File: config.mk
export PLATFORM = sky130hd
export DESIGN_NAME = seq_detect_param_flat
export DESIGN_NICKNAME = d
export VERILOG_FILES = /design/src/rtl/seq_detect_pkg.sv /design/src/rtl/seq_detect_param_if.sv /design/src/rtl/seq_detect_param_cnt.sv /design/src/rtl/seq_detect_param.sv /design/src/flat_wrapper.sv
export SDC_FILE = /design/constraint.sdc
export NUM_CORES = 1
export LEC_CHECK = 0
export ABC_AREA = 1
export CORE_AREA = 3 3 56 58
export DETAILED_ROUTE_END_ITERATION = 7
export DIE_AREA = 0 0 59 61
export HOLD_SLACK_MARGIN = 0.1
export PLACE_DENSITY = 0.7
export SYNTH_ARGS = -nofsm -noshare
export SYNTH_HDL_FRONTEND = slang
export SYNTH_HIERARCHICAL = 1
export SYNTH_SLANG_ARGS = --single-unit
File: constraint.sdc
create_clock -name clk -period 3.02 [get_ports clk]
set_input_delay 0.755 -clock clk [delete_from_list [all_inputs] [get_ports clk]]
set_output_delay 0.755 -clock clk [all_outputs]
set_load 0.02 [all_outputs]
File: src/rtl/seq_detect_pkg.sv
// seq_detect_pkg: shared defaults and helpers for the serial pattern detectors
package seq_detect_pkg;

    localparam int DEF_PAT_W = 4;
    localparam logic [DEF_PAT_W-1:0] DEF_PAT = 4'b1001;
    localparam int DEF_CNT_W = 8;

    function automatic int clog2(input int n);
        int r;
        r = 0;
        while ((1 << r) < n) r++;
        return r;
    endfunction

endpackage

File: src/rtl/seq_detect_param_if.sv
// seq_detect_param_if: pattern/stream/counter bus of the serial pattern detector
interface seq_detect_param_if #(
    parameter int PAT_W = 4,
    parameter int CNT_W = 8
);
    logic             pat_load;
    logic [PAT_W-1:0] pat_in;
    logic             overlap_en;
    logic             x_valid;
    logic             x;
    logic             cnt_clr;
    logic             y;
    logic [CNT_W-1:0] match_cnt;
    logic [PAT_W-1:0] pat_q;

    modport master (
        output pat_load, pat_in, overlap_en, x_valid, x, cnt_clr,
        input  y, match_cnt, pat_q
    );

    modport slave (
        input  pat_load, pat_in, overlap_en, x_valid, x, cnt_clr,
        output y, match_cnt, pat_q
    );
endinterface

File: src/rtl/seq_detect_param_cnt.sv
// seq_detect_param_cnt: saturating event counter; clear still counts a coincident event
module seq_detect_param_cnt #(
    parameter int CNT_W = 8
) (
    input  logic             clk,
    input  logic             rst,
    input  logic             inc,
    input  logic             clr,
    output logic [CNT_W-1:0] cnt
);
    always_ff @(posedge clk or posedge rst)
        if (rst) cnt <= '0;
        else if (clr) cnt <= CNT_W'(inc);
        else if (inc && !(&cnt)) cnt <= cnt + 1'b1;
endmodule

File: src/rtl/seq_detect_param.sv
// seq_detect_param: runtime-loadable PAT_W-bit serial pattern detector with
// selectable overlap, registered match pulse and saturating match count
module seq_detect_param
    import seq_detect_pkg::*;
#(
    parameter int               PAT_W   = DEF_PAT_W,
    parameter logic [PAT_W-1:0] PAT_RST = PAT_W'(DEF_PAT),
    parameter int               CNT_W   = DEF_CNT_W
) (
    input  logic clk,
    input  logic rst,
    seq_detect_param_if.slave bus
);
    localparam int FW = clog2(PAT_W + 1);

    logic [PAT_W-1:0] hist, nh;
    logic [FW-1:0]    fill, nf;
    logic             hit;

    // fill gates the compare so stale history never matches after a restart
    always_comb begin
        nh  = {hist[PAT_W-2:0], bus.x};
        nf  = (fill == FW'(PAT_W)) ? fill : fill + 1'b1;
        hit = bus.x_valid && !bus.pat_load && (nf == FW'(PAT_W)) && (nh == bus.pat_q);
    end

    always_ff @(posedge clk or posedge rst)
        if (rst) begin
            bus.pat_q <= PAT_RST;
            hist      <= '0;
            fill      <= '0;
            bus.y     <= 1'b0;
        end else begin
            if (bus.pat_load) begin
                bus.pat_q <= bus.pat_in;
                fill      <= '0;
            end else if (bus.x_valid) begin
                hist <= nh;
                fill <= (hit && !bus.overlap_en) ? '0 : nf;
            end
            bus.y <= hit;
        end

    seq_detect_param_cnt #(.CNT_W(CNT_W)) u_cnt (
        .clk (clk),
        .rst (rst),
        .inc (hit),
        .clr (bus.cnt_clr),
        .cnt (bus.match_cnt)
    );
endmodule
File: src/flat_wrapper.sv
// flat-port wrapper written by rule: the top's interface ports become plain ports
module seq_detect_param_flat import seq_detect_pkg::*;
#(
    parameter int               PAT_W   = DEF_PAT_W,
    parameter logic [PAT_W-1:0] PAT_RST = PAT_W'(DEF_PAT),
    parameter int               CNT_W   = DEF_CNT_W
)
  (clk, rst, bus_pat_load, bus_pat_in, bus_overlap_en, bus_x_valid, bus_x, bus_cnt_clr, bus_y, bus_match_cnt, bus_pat_q);
  seq_detect_param_if #(.PAT_W(PAT_W), .CNT_W(CNT_W)) bus_i ();
  input  logic clk;
  input  logic rst;
  input wire logic [$bits(bus_i.pat_load)-1:0] bus_pat_load;
  input wire logic [$bits(bus_i.pat_in)-1:0] bus_pat_in;
  input wire logic [$bits(bus_i.overlap_en)-1:0] bus_overlap_en;
  input wire logic [$bits(bus_i.x_valid)-1:0] bus_x_valid;
  input wire logic [$bits(bus_i.x)-1:0] bus_x;
  input wire logic [$bits(bus_i.cnt_clr)-1:0] bus_cnt_clr;
  output wire logic [$bits(bus_i.y)-1:0] bus_y;
  output wire logic [$bits(bus_i.match_cnt)-1:0] bus_match_cnt;
  output wire logic [$bits(bus_i.pat_q)-1:0] bus_pat_q;
  assign bus_i.pat_load = bus_pat_load;
  assign bus_i.pat_in = bus_pat_in;
  assign bus_i.overlap_en = bus_overlap_en;
  assign bus_i.x_valid = bus_x_valid;
  assign bus_i.x = bus_x;
  assign bus_i.cnt_clr = bus_cnt_clr;
  assign bus_y = bus_i.y;
  assign bus_match_cnt = bus_i.match_cnt;
  assign bus_pat_q = bus_i.pat_q;
  seq_detect_param #(.PAT_W(PAT_W), .PAT_RST(PAT_RST), .CNT_W(CNT_W)) u_core (.clk(clk), .rst(rst), .bus(bus_i));
endmodule
-- Word level (Yosys, flattened, before mapping)
Index checks and enable logic that the tools add are counted.
- bits in registers: 19
- bits of input ports: 11
- output and inout port bits: 13
- logic and storage cells: 29
- $add $sub $neg: 2
- eq/ne operators: 3
- multiplexer cells: 6
- bitwise logic cells: 1
- reduce and logical (&&, ||, !) cells: 12
- operators with widths (kind ; count):
    8-bit 2-to-1 mux ; 2
    3-bit 2-to-1 mux ; 4
    8-bit by 1-bit adder with 8-bit output, second input constant ; 1
    8-bit AND reduction ; 1
    3-bit equality test, second input constant ; 2
    1-bit logical AND ; 5
    4-bit equality test ; 1
    2-bit nonzero test ; 2
    3-bit by 1-bit adder with 3-bit output, second input constant ; 1
    1-bit zero test ; 3
    2-bit AND reduction ; 1
    1-bit inverter ; 1

-- Logic depth before layout (Yosys ltp)
Gate-level depths: netlist of the first run.
- word-level depth: 9
- mapped depth: 12
- depth with buffers taken out: 12

-- Hierarchy
The synthesis of the first run kept the hierarchy.
- by module, submodules not included (module ; instances ; cells an instance ; area an instance (um^2) ; seq. area each (um^2)):
    seq_detect_param ; 1 ; 81 ; 639.4 ; 277.8
    seq_detect_param_cnt ; 1 ; 76 ; 534.3 ; 200.2

-- Worst setup path before layout of the first run
Ideal clock, no wire load.
- kind: input to register
- start: input bus_pat_load
- end: register u_core.u_cnt.cnt[7]
- arrival: 1.896 ns
- setup slack: 1.011 ns
- stages: 11
- path buffers: 1
- cells stage by stage: buf_6 > nor2_8 > nand2_4 > nor2_2 > nand3_2 > nor3_2 > nand2_1 > inv_1 > nand4_1 > nand2_1 > nor2_1
- cells in the longest elaborated chain, start to end: 6
- RTL lines (item ; RTL line ; source):
    start, declared ; flat_wrapper.sv:12 ; input wire logic [$bits(bus_i.pat_load)-1:0] bus_pat_load;
    1-bit zero test ; seq_detect_param.sv:24 ; hit = bus.x_valid && !bus.pat_load && (nf == FW'(PAT_W)) && (nh == bus.pat_q);
    1-bit logical AND (3 in a row) ; seq_detect_param.sv:24 ;
    net u_core.hit ; seq_detect_param.sv:18 ; logic hit;
    1-bit logical AND ; seq_detect_param_cnt.sv:14 ; else if (inc && !(&cnt)) cnt <= cnt + 1'b1;
    2-bit nonzero test (no line) ; -- ;
    end signal, assigned ; seq_detect_param_cnt.sv:13 ; else if (clr) cnt <= CNT_W'(inc);
    end signal, assigned ; seq_detect_param_cnt.sv:14 ;
    end, declared ; seq_detect_param_cnt.sv:9 ; output logic [CNT_W-1:0] cnt
The timed path passes the listed nets, and every way through them passes these cells.
A chain may end at the register's enable or synchronous reset.

-- Worst setup path after layout of the first run
- start: input bus_pat_load
- end: register u_core.u_cnt.cnt[1]
The elaborated chain is that of the path after synthesis.

==> results.tsv, run 1 <==
stage	metric	value	unit
run_status	outcome	complete, no violations	
global_route	first-pass GRT wire length	4381	um
worst_setup_path	WP data required	3.25	ns
power	fraction of power spent switching nets	29.19	%
die	Core Footprint	2710	sq um
clock_tree	Post-CTS Setup Inserts	0	
clock_tree	clk buf depth	2	
worst_setup_path	Startpoint Class	input port	
clock_tree	CTS Hold Buffers Added	0	
clock_tree	Clk pin slew, worst setup/hold paths	0.11	ns
global_route	total global routing overflow	0	
logic_synthesis	Syn Nets	171	
worst_setup_path	crit-path max FO	9	
final_layout	area grow syn2layout	23.56	%
routing	Iteration-0 DRC Markers	60	
global_route	largest net degree at the start of global routing	12	
placement	Routability Congestion	0.8514	
final_layout	most frequent cells in the layout	nand2_1 (47), clkdlybuf4s50_1 (23), inv_1 (23)	
clock_tree	Skew-Pair Late Insertion Delay	0.29	ns
worst_setup_path	CP bufs+invs	2	
power	maximum VDD drop	257.1	uV
logic_synthesis	xor and xnor area share after synthesis	0.7463	%
flow_run	max-capacitance violation count	0	
worst_setup_path	critical path class	input port to register	
logic_synthesis	syn avg cell area	7.475	sq um
sta	clk_skew	0.002518	ns
power	Clk pwr share	24.4	%
final_layout	commonest non-fill, non-tap cell in the layout	nand2_1	
routing	# DRC	0	
routing	vias post-DR	1057	
sta	Hold Fails Final Rpt	0	
sta	Min Hold Slack	0.5223	ns
hold_path	worst hold path class	register to register	
worst_setup_path	CP cell instances	clkdlybuf4s50_1 > nor2_8 > nand2_4 > nor2_2 > nand3_2 > nor3_2 > nand2_4 > inv_2 > nand3_1 > nand2_1	
sta	Final Cycle Share	81.52	%
die	die height	61	um
logic_synthesis	total of warnings raised by yosys	6	
clock_tree	Root Buffer	clkbuf_4	
clock_tree	TritonCTS clock tree	done	
worst_setup_path	crit path capture type	register	
routing	via-per-instance ratio	4.962	
global_route	met2 Use GR	26.66	%
logic_synthesis	Synth Area in Simple Gates	36.89	%
die	I/O Pins	24	
clock_tree	cts bufs inserted	3	
power	combinational share of power	20.8	%
die	Die W	59	um
routing	DRT Pass-1 Iters	4	
power	Int Power	369.0	uW
sta	Worst Tran Pin Value	0.4233	ns
logic_synthesis	Adder-Cell Fraction of Synth Area	3.198	%
power	Pleak	0.0007112	uW
global_route	GR Util met1	21.08	%
routing	total routed wirelength	2570	um
final_layout	# fillers	279	
sta	RSZ-0062 raised after global routing	no	
sta	Tmin final	2.462	ns
logic_synthesis	largest family of logic cells by synthesized area	simple AND/OR/NAND/NOR gates	
die	initial core utilization	43.31	%
worst_setup_path	most frequent cell on the critical path	nand2_4	
sta	Finish-stage setup viols	0	
logic_synthesis	Seq cells post-synth	19	
final_layout	fin nets	197	
worst_setup_path	WP data arrival	2.70	ns
sta	Setup TNS Final	0	ns
global_route	initial antenna violation count	0	
logic_synthesis	share of the yosys chip area belonging to registers	40.72	%
logic_synthesis	post-synthesis mux area share	0.9595	%
clock_tree	htree depth	1	
power	Psw	152.1	uW
worst_setup_path	slowest cell on the critical path	clkdlybuf4s50_1	
placement	Port Buffers	23	
routing	Routed Antenna Nets	0	
placement	hpwl dp	2042	um
sta	fmax	406.2	MHz
global_route	number of global-route vias before repair	995	
die	FP Rows	19	
logic_synthesis	synthesized cell area	1174	sq um
sta	Rel. slew slack	71.75	%
final_layout	layout cells sized above 1	10.99	%
worst_setup_path	crit-path leading delay family	simple AND/OR/NAND/NOR gates	
global_route	gr usage total	16.06	%
logic_synthesis	Unique masters post-synth	24	
power	sequential share of power	54.8	%
sta	Final Max Slew Viols	0	
die	Die ar.	3599	sq um
logic_synthesis	Synth Area in Compound Gates	7.889	%
clock_tree	TritonCTS Sinks	19	
clock_tree	post-CTS sizing	0	
logic_synthesis	Synth Instances	157	
worst_setup_path	Max stage delay on crit path	0.61	ns
power	Pwr per Cell Area	359.4	nW/um^2
global_route	global routing's busiest layer	met2	
global_route	met3 Resource Use GR	2.766	%
routing	routed len/inst	12.07	um
final_layout	antenna cells	0	
path summary, 6_finish.rpt:
kind | from | endpoint | slack (ns) | cells after the start
worst min register to register | u_core/bus.pat_q[0] | u_core/bus.pat_q[0] | 0.52 | 2
worst max register to register | u_core/fill[0] | u_core/u_cnt/cnt[1] | 1.10 | 9
worst max-delay path | bus_pat_load | u_core/u_cnt/cnt[1] | 0.56 | 10
worst min-delay path | u_core/bus.pat_q[0] | u_core/bus.pat_q[0] | 0.52 | 2
max in group asynchronous | rst | u_core/bus.pat_q[3] | 1.91 | 2
min in group asynchronous | rst | u_core/u_cnt/cnt[4] | 0.74 | 2
synth_stat cells:
library cell / number / area, sq um
nor2_2: 3 / 18.77
xnor2_1: 1 / 8.760
ha_1: 3 / 37.54
nor2_8: 1 / 20.02
nor2_4: 1 / 11.26
nand3_2: 1 / 10.01
nor3_1: 1 / 5.000
dfstp_2: 2 / 52.55
o21bai_1: 3 / 22.52
o21ai_0: 11 / 55.05
nor3_2: 1 / 10.01
nand2_2: 2 / 12.51
mux2_2: 1 / 11.26
nand4_1: 3 / 18.77
inv_2: 2 / 7.510
buf_6: 1 / 11.26
nand3_1: 15 / 75.07
nand2_1: 47 / 176.4
a21oi_1: 3 / 15.01
nand2_4: 3 / 33.78
nor2_1: 11 / 41.29
dfrtp_1: 17 / 425.4
inv_1: 23 / 86.33
clkbuf_4: 1 / 7.510
stage by stage:
stage / area, sq um / util, % / std cells / setup slack, ns / total power (uW)
3_5_place_dp: 1424 / 52.54 / 209 / 0.2405 / 398.5
6_report: 1450 / 53.51 / 213 / 0.5581 / 521.2
5_1_grt: 1450 / 53.51 / 213 / 0.4052 / 554.8
4_1_cts: 1450 / 53.51 / 213 / 0.5564 / 528.8
3_3_place_gp: 1424 / 52.54 / 209 / 0.3590 / 395.9
2_1_floorplan: 1174 / - / 157 / 1.011 / 356.4
tightest hold or removal path, delay by kind of cell (launching register included):
family / cells / cell delay, ns
buffers and inverters: 1 / 0.06
flip-flops: 1 / 0.39
AO/OA/AOI/OAI: 1 / 0.08
cell type report:
type                       instances  area (sq um)  area share [%]
tap                               31         38.79           2.675
timing repair buffer              23         230.2           15.88
multi-input combinational        111         583.1           40.21
sequential                        19         478.0           32.96
inverter                          25         93.84           6.471
clock buffer                       4         26.28           1.812
flip-flops by register name, indices dropped and copies added (netlist names):
signal	count
u_core/u_cnt/cnt	8
u_core/bus.pat_q	4
u_core/fill	3
u_core/hist	3
u_core/bus.y	1
per-layer routing:
layer / vias up / routed length (um) / part of all wire, %
met5: - / 0 / 0
met4: 0 / 42 / 1.6
met3: 4 / 105 / 4.1
met2: 27 / 1197 / 47
met1: 480 / 1224 / 48
li1: 546 / - / -
cell families after synthesis:
group                    after synthesis
multiplexers                           1
adder cells (fa/ha/maj)                3
AND/OR/NAND/NOR                       89
AO/OA/AOI/OAI                         17
flip-flops                            19
buffers and inverters                 27
XOR/XNOR                               1
power groups by stage:
| stage | clock (uW) | combinational, uW | sequential (uW) |
|---|---|---|---|
| floorplan | 0 | 60.4 | 296 |
| global placement | 0 | 106 | 290 |
| detailed placement | 0 | 108 | 290 |
| CTS | 135 | 109 | 285 |
| global route | 145 | 122 | 288 |
| finish | 127 | 108 | 286 |
(Power assumes the default switching activity.)
==> inputs of run 2 (changes only) <==
--- a/config.mk
+++ b/config.mk
@@ -10,7 +10,7 @@
 export DETAILED_ROUTE_END_ITERATION = 7
 export DIE_AREA = 0 0 59 61
 export HOLD_SLACK_MARGIN = 0.1
-export PLACE_DENSITY = 0.7
+export PLACE_DENSITY = 0.73
 export SYNTH_ARGS = -nofsm -noshare
 export SYNTH_HDL_FRONTEND = slang
 export SYNTH_HIERARCHICAL = 1
==> constraint.sdc (replaced) <==
create_clock -name clk -period 2.1 [get_ports clk]
set_input_delay 0.525 -clock clk [delete_from_list [all_inputs] [get_ports clk]]
set_output_delay 0.525 -clock clk [all_outputs]
set_load 0.02 [all_outputs]
==> run 2 against run 1 <==
Compared with the run above: non-clock buffer count is 4 higher; final cell count grew 1.9%; sequential power up 43%; core utilization is 1.2 points higher; critical endpoint is now bus_pat_q[3]; critical path depth down 9.
==> results.tsv, run 2 (synthesis gave the netlist of run 1 again) <==
stage	metric	value	unit
power	Int Power	530.7	uW
worst_setup_path	Worst Reg-to-Reg Cells	10	
placement	Cell Area, Placed	1454	sq um
global_route	number of global-route vias before repair	964	
sta	Worst Tran Pin Value	0.4381	ns
clock_tree	CTS Hold Buffers Added	0	
placement	Port Buffers	23	
final_layout	commonest non-fill, non-tap cell in the layout	nand2_1	
worst_setup_path	CP cell instances	clkdlybuf4s50_1	
placement	Routability Congestion	0.8463	
global_route	largest net degree at the start of global routing	12	
sta	Final Cycle Share	96.21	%
sta	Finish-stage setup viols	0	
clock_tree	Post-CTS Setup Inserts	0	
worst_setup_path	CP Depth	1	
power	Total Power	759.5	uW
clock_tree	htree depth	1	
die	die height	61	um
final_layout	Most flops, register	u_core/u_cnt/cnt	
hold_path	worst hold path class	input port to async pin	
power	Clk pwr share	25.3	%
routing	Iteration-0 DRC Markers	40	
placement	DP Cell Count	213	
final_layout	register area	478.0	sq um
power	Pwr per Cell Area	512.7	nW/um^2
worst_setup_path	CP bufs+invs	1	
sta	Final Max Slew Viols	0	
clock_tree	post-CTS sizing	0	
global_route	total global routing overflow	0	
clock_tree	Clk pin slew, worst setup/hold paths	0.12	ns
power	Psw	228.8	uW
routing	vias post-DR	1051	
routing	Routed Antenna Nets	0	
power	Pleak	0.0007347	uW
final_layout	post-route cell area	1481	sq um
final_layout	most frequent cells in the layout	nand2_1 (47), clkdlybuf4s50_1 (23), inv_1 (23)	
die	Die ar.	3599	sq um
final_layout	# fillers	271	
routing	# DRC	0	
routing	via-per-instance ratio	4.843	
worst_setup_path	crit-path leading delay family	buffers and inverters	
routing	DRT Pass-1 Iters	4	
worst_setup_path	crit-path max FO	5	
power	maximum VDD drop	460.9	uV
clock_tree	cts bufs inserted	3	
sta	Rel. slew slack	70.76	%
worst_setup_path	Max stage delay on crit path	0.61	ns
final_layout	fin nets	201	
global_route	gr usage total	15.63	%
global_route	first-pass GRT wire length	4291	um
final_layout	area grow syn2layout	26.23	%
flow_run	max-capacitance violation count	0	
power	combinational share of power	20.8	%
clock_tree	TritonCTS Sinks	19	
final_layout	fin util	54.66	%
sta	fmax	494.9	MHz
power	fraction of power spent switching nets	30.13	%
sta	Setup TNS Final	0	ns
worst_setup_path	Startpoint Class	register	
worst_setup_path	WP data arrival	1.50	ns
final_layout	multi-input logic area	583.1	sq um
clock_tree	Skew-Pair Late Insertion Delay	0.30	ns
die	FP Rows	19	
placement	hpwl dp	1937	um
die	I/O Pins	24	
final_layout	max reg flops	8	
worst_setup_path	WP data required	1.57	ns
die	Core Footprint	2710	sq um
clock_tree	clk buf depth	2	
sta	Tmin final	2.020	ns
sta	Hold Fails Final Rpt	0	
worst_setup_path	critical path class	register to primary output	
die	initial core utilization	43.31	%
clock_tree	TritonCTS clock tree	done	
final_layout	layout cells sized above 1	13.44	%
run_status	outcome	complete, no violations	
worst_setup_path	crit path capture type	primary output	
sta	RSZ-0062 raised after global routing	no	
worst_setup_path	slowest cell on the critical path	clkdlybuf4s50_1	
clock_tree	Root Buffer	clkbuf_4	
global_route	initial antenna violation count	0	
routing	total routed wirelength	2479	um
routing	routed len/inst	11.42	um
final_layout	antenna cells	0	
power	sequential share of power	53.9	%
sta	clk_skew	0.002752	ns
final_layout	registers with the most flip-flops	u_core/u_cnt/cnt: 8 flops, u_core/bus.pat_q: 4 flops	
final_layout	Finished Layout Cells	217	
die	Die W	59	um
==> run 2: cell types whose count changed in the layout (fill, tap and decap cells not counted) <==
| cell | change |
|---|---|
| buf_4 | +4 |
| clkinv_2 | +1 |
| clkbuf_1 | -1 |
==> run 2: layer usage <==
layer  GRT usage [%]  share of wire, %  vias up
met5               0                 0        -
met4           5.825               1.0        0
met3           1.702               5.4        2
met2           24.76                48       31
met1           22.05                46      470
li1                -                 -      548
==> run 2: power by group through the flow <==
stage	registers [uW]	clock network, uW	logic, uW
6_report	410	192	158
5_1_grt	415	218	178
4_1_cts	410	203	159
3_5_place_dp	417	0	158
3_3_place_gp	416	0	154
2_1_floorplan	426	0	86.9
==> run 2: area by class of cell <==
type | instances | area share, %
sequential | 19 | 32.26
multi-input combinational | 111 | 39.36
tap | 31 | 2.618
inverter | 25 | 6.334
clock buffer | 3 | 1.520
timing repair buffer | 27 | 17.57
clock inverter | 1 | 0.3378
==> run 2: per-stage QoR <==
stage / setup WS, ns / hold WS [ns]
6_report: 0.07951 / 0.4986
5_1_grt: 0.02084 / 0.5307
4_1_cts: 0.06082 / 0.4932
3_5_place_dp: -0.06571 / 0.4972
3_3_place_gp: -0.02589 / 0.4896
2_1_floorplan: 0.3206 / 0.3407
==> run 2: path summary, 6_finish.rpt <==
path,startpoint,endpoint,slack (ns)
setup / recovery,u_core/bus.pat_q[3],bus_pat_q[3],0.08
hold / removal,rst,u_core/u_cnt/cnt[6],0.50
setup reg to reg,u_core/fill[0],u_core/u_cnt/cnt[1],0.37
hold reg to reg,u_core/bus.pat_q[0],u_core/bus.pat_q[0],0.51
max in group asynchronous,rst,u_core/bus.pat_q[0],1.23
min in group clk,u_core/bus.pat_q[0],u_core/bus.pat_q[0],0.51
==> inputs of run 3 (changes only) <==
--- a/config.mk
+++ b/config.mk
@@ -9,7 +9,6 @@
 export CORE_AREA = 3 3 56 58
 export DETAILED_ROUTE_END_ITERATION = 7
 export DIE_AREA = 0 0 59 61
-export HOLD_SLACK_MARGIN = 0.1
 export PLACE_DENSITY = 0.73
 export SYNTH_ARGS = -nofsm -noshare
 export SYNTH_HDL_FRONTEND = slang
==> results of run 3 <==
The final DEF is identical to that of run 2; final timing and power are the same.
